`config.mk`:
```
export PLATFORM = sky130hd
export DESIGN_NAME = scaler_stages
export DESIGN_NICKNAME = d
export VERILOG_FILES = /design/src/rtl/scaler_pkg.sv /design/src/rtl/sync_edge.sv /design/src/rtl/scaler_stages.sv
export SDC_FILE = /design/constraint.sdc
export NUM_CORES = 1
export LEC_CHECK = 0
export ABC_AREA = 1
export BUFFER_PORTS_ARGS = -buffer_cell sky130_fd_sc_hd__buf_2
export CELL_PAD_IN_SITES_DETAIL_PLACEMENT = 1
export CELL_PAD_IN_SITES_GLOBAL_PLACEMENT = 2
export CORE_MARGIN = 3
export CORE_UTILIZATION = 33
export CTS_CLUSTER_SIZE = 16
export DETAILED_ROUTE_END_ITERATION = 10
export PLACE_DENSITY_LB_ADDON = 0.08
export SKIP_LAST_GASP = 1
export SLEW_MARGIN = 40
export SYNTH_ARGS = -nofsm -noshare
export SYNTH_HDL_FRONTEND = slang
export SYNTH_SLANG_ARGS = --single-unit
```
`constraint.sdc`:
```
create_clock -name clk -period 2.6 [get_ports clk]
set_input_delay 0 -clock clk [delete_from_list [all_inputs] [get_ports clk]]
set_output_delay 0 -clock clk [all_outputs]
set_load 0.1 [all_outputs]
```
`src/rtl/scaler_pkg.sv`:
```
// rtl/scaler_pkg.sv - shared constants for the scaler stage blocks
package scaler_pkg;

    localparam int STAGES_DEFAULT = 12;
    localparam int FIRST_STAGE    = 3;

    // Synchronizer depth plus edge flop; edges are ignored until it is full.
    localparam int ARM_CYCLES     = 3;

endpackage

```
`src/rtl/sync_edge.sv`:
```
// rtl/sync_edge.sv - two-flop synchronizer, rising-edge detector and arm counter
module sync_edge
    import scaler_pkg::*;
(
    input  logic clk,
    input  logic rst,
    input  logic d,
    output logic arm_ok,
    output logic rise
);

    localparam logic [1:0] ARM_DONE = 2'(ARM_CYCLES);

    logic       s1_q;
    logic       s2_q;
    logic       s3_q;
    logic [1:0] arm_q;
    logic [1:0] arm_d;

    always_comb begin
        arm_d = arm_q;
        if (arm_q != ARM_DONE) begin
            arm_d = arm_q + 2'd1;
        end
    end

    always_ff @(posedge clk) begin
        if (rst) begin
            s1_q  <= 1'b0;
            s2_q  <= 1'b0;
            s3_q  <= 1'b0;
            arm_q <= 2'd0;
        end else begin
            s1_q  <= d;
            s2_q  <= s1_q;
            s3_q  <= s2_q;
            arm_q <= arm_d;
        end
    end

    // A level already high at reset release reaches s2 before the arm count
    // completes, so it can never be seen as an edge.
    assign arm_ok = (arm_q == ARM_DONE);
    assign rise   = arm_ok & s2_q & ~s3_q;

endmodule

```
`src/rtl/scaler_stages.sv`:
```
// rtl/scaler_stages.sv - binary scaler stages FS03.. driven by synchronized FS02 edges
module scaler_stages
    import scaler_pkg::*;
#(
    parameter int STAGES = STAGES_DEFAULT
) (
    input  logic              clk,
    input  logic              rst,
    input  logic              FS02,
    input  logic              hold,
    output logic [STAGES-1:0] FS,
    output logic [STAGES-1:0] FA,
    output logic [STAGES-1:0] FB,
    output logic              CARRY
);

    localparam logic [STAGES-1:0] ONE = STAGES'(1);

    logic              arm_ok;
    logic              rise;
    logic              accept;
    logic [STAGES-1:0] fs_q;
    logic [STAGES-1:0] fs_d;
    logic [STAGES-1:0] fa_q;
    logic [STAGES-1:0] fa_d;
    logic [STAGES-1:0] fb_q;
    logic [STAGES-1:0] fb_d;
    logic              carry_q;
    logic              carry_d;

    sync_edge u_sync_edge (
        .clk    (clk),
        .rst    (rst),
        .d      (FS02),
        .arm_ok (arm_ok),
        .rise   (rise)
    );

    // Edges seen under hold are consumed here, not queued for later.
    assign accept = rise & arm_ok & ~hold;

    always_comb begin
        fs_d    = fs_q;
        fa_d    = '0;
        fb_d    = '0;
        carry_d = 1'b0;
        if (accept) begin
            fs_d    = fs_q + ONE;
            fa_d    = ~fs_q & fs_d;
            fb_d    = fs_q & ~fs_d;
            carry_d = &fs_q;
        end
    end

    always_ff @(posedge clk) begin
        if (rst) begin
            fs_q    <= '0;
            fa_q    <= '0;
            fb_q    <= '0;
            carry_q <= 1'b0;
        end else begin
            fs_q    <= fs_d;
            fa_q    <= fa_d;
            fb_q    <= fb_d;
            carry_q <= carry_d;
        end
    end

    assign FS    = fs_q;
    assign FA    = fa_q;
    assign FB    = fb_q;
    assign CARRY = carry_q;

endmodule

```
* Word level (Yosys, flattened, before mapping)
Index checks and enable logic that the tools add are counted.
Storage, ports and cells: output and inout bits 37, input port bits 4, register bits 42, word-level logic and storage cells 25
Cells by class: equal/unequal tests 2, bitwise logic cells 11, add/sub/neg operators 2, reduce and logical (&&, ||, !) cells 2
Operators with widths (count):
- AND 12 bit | 2
- inverter 12 bit | 2
- adder 12 x 1 -> 12 bit, second input constant | 1
- AND reduction 12 bit | 1
- AND 1 bit | 4
- inverter 1 bit | 3
- adder 2 x 1 -> 2 bit, second input constant | 1
- equality test 2 bit, second input constant | 1
- != test 2 bit, second input constant | 1
- OR reduction 2 bit | 1

* Logic depth before layout (Yosys ltp)
Gate-level depths: netlist (run 1).
word-level depth 7, mapped depth 9, mapped depth without buffers 9

* By module
A second synthesis (run 1) with hierarchy kept.
Unflattened totals: cell total of the unflattened synthesis 228, area total of the unflattened synthesis 1826.8 um^2
By module, submodules not included:
- scaler_stages | seq. area each 740.7 um^2, cells each 204, area each 1637.8 um^2, times used 1
- sync_edge | seq. area each 100.1 um^2, cells each 24, area each 188.9 um^2, times used 1

* Least setup slack after synthesis (run 1)
Ideal clock, no wire load.
path type register -> register, start point register fs_q[0], in the netlist FS[0], end point register fs_q[10], in the netlist FS[10], arrival 2241 ps, period minus slack after synthesis 2307 ps, path buffers 0, cell stages (with the launch flop) 10, data required time 2534 ps, setup time 66 ps, slack 293 ps, cells stage by stage dfxtp_1 ha_1 nand2_1 nor2_1 nand2_1 inv_1 ha_1 nand3_1 nand2_1 nor2_1
On the way: cells in the longest elaborated chain, start to end 1
Ends and longest elaborated chain:
- start: declaration | RTL line scaler_stages.sv:22 | logic [STAGES-1:0] fs_q;
- start signal: assignment | RTL line scaler_stages.sv:62 | fs_q <= fs_d;
- adder 12 x 1 -> 12 bit | RTL line scaler_stages.sv:48 | fs_d = fs_q + ONE;
Every way passes these cells. A chain may end at the register's enable or synchronous reset.

* Worst setup path in the final report (run 1)
Ends and elaborated chain as after synthesis.

==> results.toml, run 1 <==
[clocking]
clock_path_buffers = 2
numCtsBuffers = 5
cts_sinks = 42
post_cts_resize_count = 0
cts_tree = "built"
clk_latency_ns = 0.29
htree_levels = 2
post-cts-setup-buffer-count = 0
clkTransAtPathRegs_ns = 0.08
clockRootBuffer = "clkbuf_8"
cts_hold_buf = 3

[setup_path]
arrival_ns = 2.08
critPathBufInv = 1
cp_max_fo = 8
cp_cell_sequence = "ha_1, nand2_1, nor2_1, nand2_1, inv_1, ha_1, nand3_1, nand2_1, nor2_1"
slowest_delay_ns = 0.48
critPathSlowestCell = "dfxtp_1"
cp_top_family = "simple AND/OR/NAND/NOR gates"
path_common_cell = "nand2_1"
cp-start-kind = "register"
end_kind = "register"
cp.required_ns = 2.83
critical_path_class = "register to register"
reg2reg_slack_ns = 0.75

[logic_synthesis]
synth_nets = 251
synth_most_common_cell = "inv_1"
async_flop_share_pct = 0
synth-main-ff-cell = "dfxtp_1"
synth_top_area_share_pct = 44.5
yosys_warnings = 0
ys_top_cells_by_area = "dfxtp_1 (45%), ha_1 (16%), inv_1 (8.7%)"
syn_area_sq_mm = 0.00189
synth-edff-count = 0
yosysUniqueCellTypes = 20
synth.avg_cell_area_sq_um = 8.47
synth_commonest_cells = "inv_1 (44), dfxtp_1 (42), nor2_1 (27)"
ys_ff_latch = 42
syn_inst = 223
synth-seq-area-share_pct = 44.5
synth_top_cell_by_area = "dfxtp_1"

[sta]
finClkSkew_ns = 0.00429
slew_headroom_pct = 63.7
min_period_ns = 1.85
slew_violations = 0
worst_slew_pin_slew_ns = 0.544
rsz0062_at_grt = "no"
setup_violations = 0
final-hold-violation-count = 0
fmax_ghz = 0.540
setup_tns_ns = 0
fin_crit_sh_pct = 71.2

[grt]
antenna_found_initial = 0
grt_max_degree = 27
track_usage_pct = 12.8
grt-ovfl-total = 0
grt_pass1_vias = 1394
grt_first_pass_wirelength_um = 6620

[finish]
layout-drive-gt1-share_pct = 26.6
utilization_pct = 41.9
multi_input_area_sq_um = 820
n_antenna_cell = 0
fillers = 688
register_area_sq_um = 841
final_cells = 337
final_nets = 295
synthToLayoutAreaGrowth_pct = 18.2

[outcome]
status = "complete, no violations"

[detailed_routing]
drt-initial-drc-count = 41
drt_wl_total_um = 3840
drtAntennaViolNets = 0
drc_errors = 0
avgViaCountPerCell = 4.30
wl_per_cell_um = 11.4
drt_pass1_iterations = 3
vias = 1448

[die]
pin_count = 41
fp.coreArea_sq_mm = 0.00534
die_h_um = 81.7
die_x_um = 81.7
num_rows = 26
die_area_sq_mm = 0.00667
start_util_pct = 35.4

[pwr]
peakVddDrop_v = 0.000285
p_per_area_mw_per_mm2 = 508
p_leak_nw = 1.03

[run]
max_cap_viol_count = 0

[place]
io_buffers = 40
placed_cells = 327
dpl.hpwl_um = 2680
routabilityCongestion = 0.679

[worst_hold_path]
min_path_type = "input port to register"
## cell families (layout without fill, tap and decap cells)
group,after synthesis,after routing,share of synthesized area [%]
simple gates,90,90,23.3
buf+inv,52,96,12.1
flops,42,42,44.5
fa+ha+maj,24,24,15.9
compound gates,14,14,3.71
xor+xnor,1,1,0.464
## metrics by stage
stage	area, sq um	hold WS [ns]	power [mW]	worst slack [ns]
floorplan	1890	0.0712	0.742	0.293
global placement	2130	0.202	0.755	0.755
detailed placement	2130	0.215	0.757	0.730
CTS	2230	0.255	1.16	0.713
global route	2230	0.287	1.19	0.537
finish	2230	0.265	1.13	0.748
## routing by layer
metal  global-route usage, %  share of wire (%)
met1                    16.9                 50
met2                    20.0                 42
met3                    3.73                5.9
met4                    4.49                1.4
met5                       0                  0
## worst paths after layout
check,start,to,depth (start not counted)
setup / recovery,FS[0],FS[10],9
hold reg to reg,u_sync_edge.s1_q,u_sync_edge.s2_q,2
setup reg to reg,FS[0],FS[10],9
hold / removal,hold,CARRY,5
## cell type report
class,count,share of cell area [%]
inverter,45,7.68
sequential,42,37.6
multi-input combinational,129,36.7
clock buffer,7,3.42
tap,70,3.92
timing repair buffer,44,10.6
## worst register-to-register path, delay by kind of cell (launching register included)
family	cells	cell delay, ns
adders and majority gates	2	0.48
DFF	1	0.48
and+or+nand+nor	6	0.73
buffers and inverters	1	0.10
## sequential cells by signal, summed over array words and instances, names as in the netlist
name	flops
u_sync_edge.arm_q	2
u_sync_edge.s1_q	1
FB	12
FA	12
FS	12
u_sync_edge.s2_q	1
CARRY	1
u_sync_edge.s3_q	1
## placed cells by master (no fill, tap or decap)
master,Yosys,layout
nor2_2,20,20
ha_1,24,24
nand4_1,2,2
buf_2,1,40
dlygate4sd3_1,0,3
nor2_4,1,1
inv_4,1,1
o21ai_0,1,1
clkbuf_1,0,2
dfxtp_1,42,42
nor2_1,27,27
nand2_2,1,1
nand3_4,1,1
inv_1,44,44
clkbuf_8,0,5
buf_4,4,1
nor3_2,1,1
xor2_1,1,1
nor3_1,1,1
nand2_1,23,23
nand3_1,13,13
a21oi_1,13,13
## report_power, final
group / switching (mW) / internal, mW
Sequential: 0.0105 / 0.656
Clock: 0.205 / 0.185
Combinational: 0.0538 / 0.0244
Total: 0.269 / 0.866
(Power assumes the default switching activity.)
==> inputs of run 2 (changes only) <==
--- a/config.mk
+++ b/config.mk
@@ -10,7 +10,7 @@
 export CELL_PAD_IN_SITES_DETAIL_PLACEMENT = 1
 export CELL_PAD_IN_SITES_GLOBAL_PLACEMENT = 2
 export CORE_MARGIN = 3
-export CORE_UTILIZATION = 33
+export CORE_UTILIZATION = 31
 export CTS_CLUSTER_SIZE = 16
 export DETAILED_ROUTE_END_ITERATION = 10
 export PLACE_DENSITY_LB_ADDON = 0.08
==> constraint.sdc (replaced) <==
create_clock -name clk -period 1.9 [get_ports clk]
set_input_delay 0 -clock clk [delete_from_list [all_inputs] [get_ports clk]]
set_output_delay 0 -clock clk [all_outputs]
set_load 0.1 [all_outputs]
==> results.toml, run 2 (synthesis gave the netlist of run 1 again) <==
[outcome]
status = "complete, no violations"

[finish]
layout-drive-gt1-share_pct = 31.0
n_antenna_cell = 0
final_common_cell = "inv_1"
utilization_pct = 39.8
final_cells = 340
final_nets = 297
final_cell_mix = "inv_1 (44), buf_2 (40), dfxtp_1 (34), nor2_1 (26), ha_1 (24)"
synthToLayoutAreaGrowth_pct = 20.1

[pwr]
pwr-share-comb_pct = 6.9
p_clk_share_pct = 35.7
p_int_mw = 1.21
p_seq_share_pct = 57.4
peakVddDrop_v = 0.000315
p_per_area_mw_per_mm2 = 700
p_leak_nw = 1.05
power.switching_uw = 376
swShare_pct = 23.6

[die]
num_rows = 27
die_area_sq_mm = 0.00707
fp.coreArea_sq_mm = 0.00571
die_h_um = 84.1
pin_count = 41
die_x_um = 84.1
start_util_pct = 33.1

[clocking]
clock_path_buffers = 2
clkTransAtPathRegs_ns = 0.07
clockRootBuffer = "clkbuf_8"
cts_tree = "built"
cts_sinks = 42
numCtsBuffers = 5
htree_levels = 2
clk_latency_ns = 0.29

[grt]
grt-ovfl-total = 0
antenna_found_initial = 0
grt_max_degree = 26
track_usage_pct = 12.0
grt_first_pass_wirelength_um = 6850
grt_pass1_vias = 1499

[sta]
slew_violations = 0
fmax_ghz = 0.604
fin_crit_sh_pct = 87.2
setup_violations = 0
setup_tns_ns = 0
final-hold-violation-count = 0
worst_slew_pin_slew_ns = 0.493
finClkSkew_ns = 0.00564
rsz0062_at_grt = "no"
whs_ns = 0.0809
min_period_ns = 1.66
slew_headroom_pct = 67.4

[detailed_routing]
drt-initial-drc-count = 44
wl_per_cell_um = 11.4
drtAntennaViolNets = 0
drt_pass1_iterations = 3
avgViaCountPerCell = 4.33
drt_wl_total_um = 3860
vias = 1473
drc_errors = 0

[place]
placed_cells = 331
routabilityCongestion = 0.682
dpl.hpwl_um = 2750
io_buffers = 40

[worst_hold_path]
holdPathStages = 4
min_path_type = "input port to register"
hold-path-endpoint = "FS[1]"
min_from = "hold"

[setup_path]
r2r_cells = 9
end_kind = "register"
critPathSlowestCell = "dfxtp_2"
cp.required_ns = 2.12
r2r_start = "FS[0]"
reg2reg_slack_ns = 0.24
critical_path_class = "register to register"
r2r-end = "FS[10]"
slowest_delay_ns = 0.41
cp-start-kind = "register"
cp_max_fo = 8
cp_cell_sequence = "ha_1, nand2_1, nor2_2, nand2_1, inv_1, ha_1, nand3_1, nand2_1, nor2_1"
path_common_cell = "nand2_1"
arrival_ns = 1.88

[run]
max_cap_viol_count = 0
## run 2: cell count changes in the layout (fill, tap and decap cells not counted)
cell,previous run,this run
buf_4,1,3
clkbuf_1,2,0
clkbuf_8,5,6
dfxtp_1,42,34
dfxtp_2,0,8
nor2_1,27,26
nor2_2,20,21
## run 2: layer usage
metal  track usage (%)  wire length, um  vias up
met4              4.39               46        0
li1                  -                -      758
met3              3.65              207        5
met2              20.1             1760       31
met5                 0                0        -
met1              14.3             1850      679
## run 2: power by group through the flow
stage / Clock (mW) / Combinational, mW / Sequential, mW
floorplan: 0 / 0.0624 / 0.953
global placement: 0 / 0.105 / 0.933
detailed placement: 0 / 0.106 / 0.933
CTS: 0.597 / 0.111 / 0.912
global route: 0.632 / 0.129 / 0.916
finish: 0.568 / 0.110 / 0.912
## run 2: worst max-delay path by stage
stage	startpoint	to	slack, ns
after global placement	FS[0]	FS[10]	0.20
after global routing	FS[0]	FS[10]	0.04
after floorplan	FS[0]	FS[10]	0.009
after CTS	FS[0]	FS[10]	0.14
final	FS[0]	FS[10]	0.24
after detailed placement	FS[0]	FS[10]	0.16
## run 2: what timing repair did
| item | CTS | global route |
|---|---|---|
| setup endpoints to repair | 0 | 1 |
| hold buffers | 3 | 0 |
| endpoints found under the hold margin | 4 | 0 |
| gates resized for setup | 0 | 1 |
| buffers inserted | 0 | 0 |
## run 2: layout make-up
type / instances / area, sq um
fillers: 722 / 3440
flip-flops and latches: 42 / 851
multi-input cells: 129 / 822
repair buffers: 46 / 253
inverters: 45 / 171
well taps: 72 / 90.1
clock buffers: 6 / 82.6
## run 2: critical path, delay by kind of cell (launching register included)
kind	cells	cell delay, ns
adder cells (fa/ha/maj)	2	0.43
buffers and inverters	1	0.10
flip-flops	1	0.41
AND/OR/NAND/NOR	6	0.65
## run 2: metrics by stage
stage / setup WS [ns] / instance area (sq um) / total power, mW
3_5_place_dp: 0.162 / 2150 / 1.04
4_1_cts: 0.140 / 2270 / 1.62
2_1_floorplan: 0.00924 / 1900 / 1.02
3_3_place_gp: 0.205 / 2150 / 1.04
6_report: 0.244 / 2270 / 1.59
5_1_grt: 0.0367 / 2270 / 1.68
==> inputs of run 3 (changes only) <==
--- a/config.mk
+++ b/config.mk
@@ -13,6 +13,7 @@
 export CORE_UTILIZATION = 31
 export CTS_CLUSTER_SIZE = 16
 export DETAILED_ROUTE_END_ITERATION = 10
+export MAX_ROUTING_LAYER = met4
 export PLACE_DENSITY_LB_ADDON = 0.08
 export SKIP_LAST_GASP = 1
 export SLEW_MARGIN = 40
==> results.toml, run 3 (synthesis gave the netlist of run 1 again) <==
[sta]
fin_crit_sh_pct = 87.3
slew_headroom_pct = 67.4
whs_ns = 0.0836
slew_violations = 0
fmax_ghz = 0.603
worst_slew_pin_slew_ns = 0.493
finClkSkew_ns = 0.00550
final-hold-violation-count = 0
setup_tns_ns = 0
min_period_ns = 1.66
setup_violations = 0
rsz0062_at_grt = "no"

[setup_path]
end_kind = "register"
cp_max_fo = 8
critical_path_class = "register to register"
slowest_delay_ns = 0.41
r2r_cells = 9
cp.required_ns = 2.12
critPathSlowestCell = "dfxtp_2"
path_depth = 9
critPathBufInv = 1
cp_top_family = "simple AND/OR/NAND/NOR gates"
cp_cell_sequence = "ha_1, nand2_1, nor2_2, nand2_1, inv_1, ha_1, nand3_1, nand2_1, nor2_1"
arrival_ns = 1.88
path_common_cell = "nand2_1"
cp-start-kind = "register"

[pwr]
p_seq_share_pct = 57.5
power.switching_uw = 373
p_clk_share_pct = 35.6
p_per_area_mw_per_mm2 = 699
p_int_mw = 1.21
peakVddDrop_v = 0.000314
pwr-share-comb_pct = 6.9
swShare_pct = 23.5
p_leak_nw = 1.05

[clocking]
post-cts-setup-buffer-count = 0
cts_sinks = 42
htree_levels = 2
numCtsBuffers = 5
clk_latency_ns = 0.28
clockRootBuffer = "clkbuf_8"
cts_tree = "built"
clock_path_buffers = 2
clkTransAtPathRegs_ns = 0.07

[detailed_routing]
drtAntennaViolNets = 0
avgViaCountPerCell = 4.36
drt_wl_total_um = 3830
drt_pass1_iterations = 4
wl_per_cell_um = 11.3
vias = 1484
drt-initial-drc-count = 38
drc_errors = 0

[place]
io_buffers = 40
dpl.hpwl_um = 2750
routabilityCongestion = 0.689

[grt]
grt-ovfl-total = 0
track_usage_pct = 12.3
antenna_found_initial = 0
grt_max_degree = 26
grt_first_pass_wirelength_um = 6840
grt_pass1_vias = 1502

[finish]
synthToLayoutAreaGrowth_pct = 20.1
layout-drive-gt1-share_pct = 31.0
final_common_cell = "inv_1"
final_cell_mix = "inv_1 (44), buf_2 (40), dfxtp_1 (34), nor2_1 (26), ha_1 (24)"
final_nets = 297
n_antenna_cell = 0

[worst_hold_path]
min_path_type = "input port to register"
holdPathStages = 4

[die]
die_x_um = 84.1
start_util_pct = 33.1
fp.coreArea_sq_mm = 0.00571
pin_count = 41
num_rows = 27
die_h_um = 84.1
die_area_sq_mm = 0.00707

[run]
max_cap_viol_count = 0

[outcome]
status = "complete, no violations"
run 3: cell counts in the layout (fill, tap and decap cells not counted):
Identical to the previous run, type by type.
run 3: stage by stage:
stage               setup slack, ns  area, sq um  cells  total power [mW]  utilization [%]
finish                        0.242         2270    340              1.59             39.8
global route                 0.0367         2270    340              1.67             39.8
CTS                           0.140         2270    340              1.62             39.7
detailed placement            0.162         2150    331              1.04             37.7
global placement              0.205         2150    331              1.04             37.7
floorplan                   0.00924         1900    223              1.02                -
run 3: layer usage:
metal / up-vias / share of wire (%) / routed length (um) / global-route usage (%)
met4: 0 / 1.4 / 54 / 4.39
li1: 758 / - / - / -
met1: 687 / 48 / 1830 / 14.3
met3: 8 / 5.0 / 191 / 3.36
met2: 31 / 46 / 1760 / 20.2
met5: - / 0 / 0 / -
run 3: cell type report:
type | instances | area [sq um]
clock buffer | 6 | 82.6
fill | 722 | 3440
inverter | 45 | 171
multi-input combinational | 129 | 822
sequential | 42 | 851
tap | 72 | 90.1
timing repair buffer | 46 | 253
run 3: worst paths after layout:
path / startpoint / to / slack (ns)
max reg2reg: FS[0] / FS[10] / 0.24
min: hold / FS[1] / 0.08
max: FS[0] / FS[10] / 0.24
min reg2reg: u_sync_edge.s1_q / u_sync_edge.s2_q / 0.41
run 3: power by group through the flow:
stage	Combinational, mW	Clock (mW)	Sequential (mW)
final	0.110	0.565	0.912
after global routing	0.129	0.630	0.916
after CTS	0.111	0.597	0.912
after detailed placement	0.106	0	0.933
after global placement	0.105	0	0.933
after floorplan	0.0624	0	0.953
run 3: timing repair:
| action | in CTS | in global routing |
|---|---|---|
| endpoints found under the hold margin | 4 | 0 |
| setup endpoints to repair | 0 | 1 |
| resized for setup | 0 | 1 |
| hold buffers | 3 | 0 |
run 3: worst reg2reg max path, cell delays in order (launching register included):
cell and delay [ns]:
dfxtp_2 0.41, ha_1 0.21, nand2_1 0.12, nor2_2 0.20
nand2_1 0.11, inv_1 0.10, ha_1 0.22, nand3_1 0.08
nand2_1 0.05, nor2_1 0.09
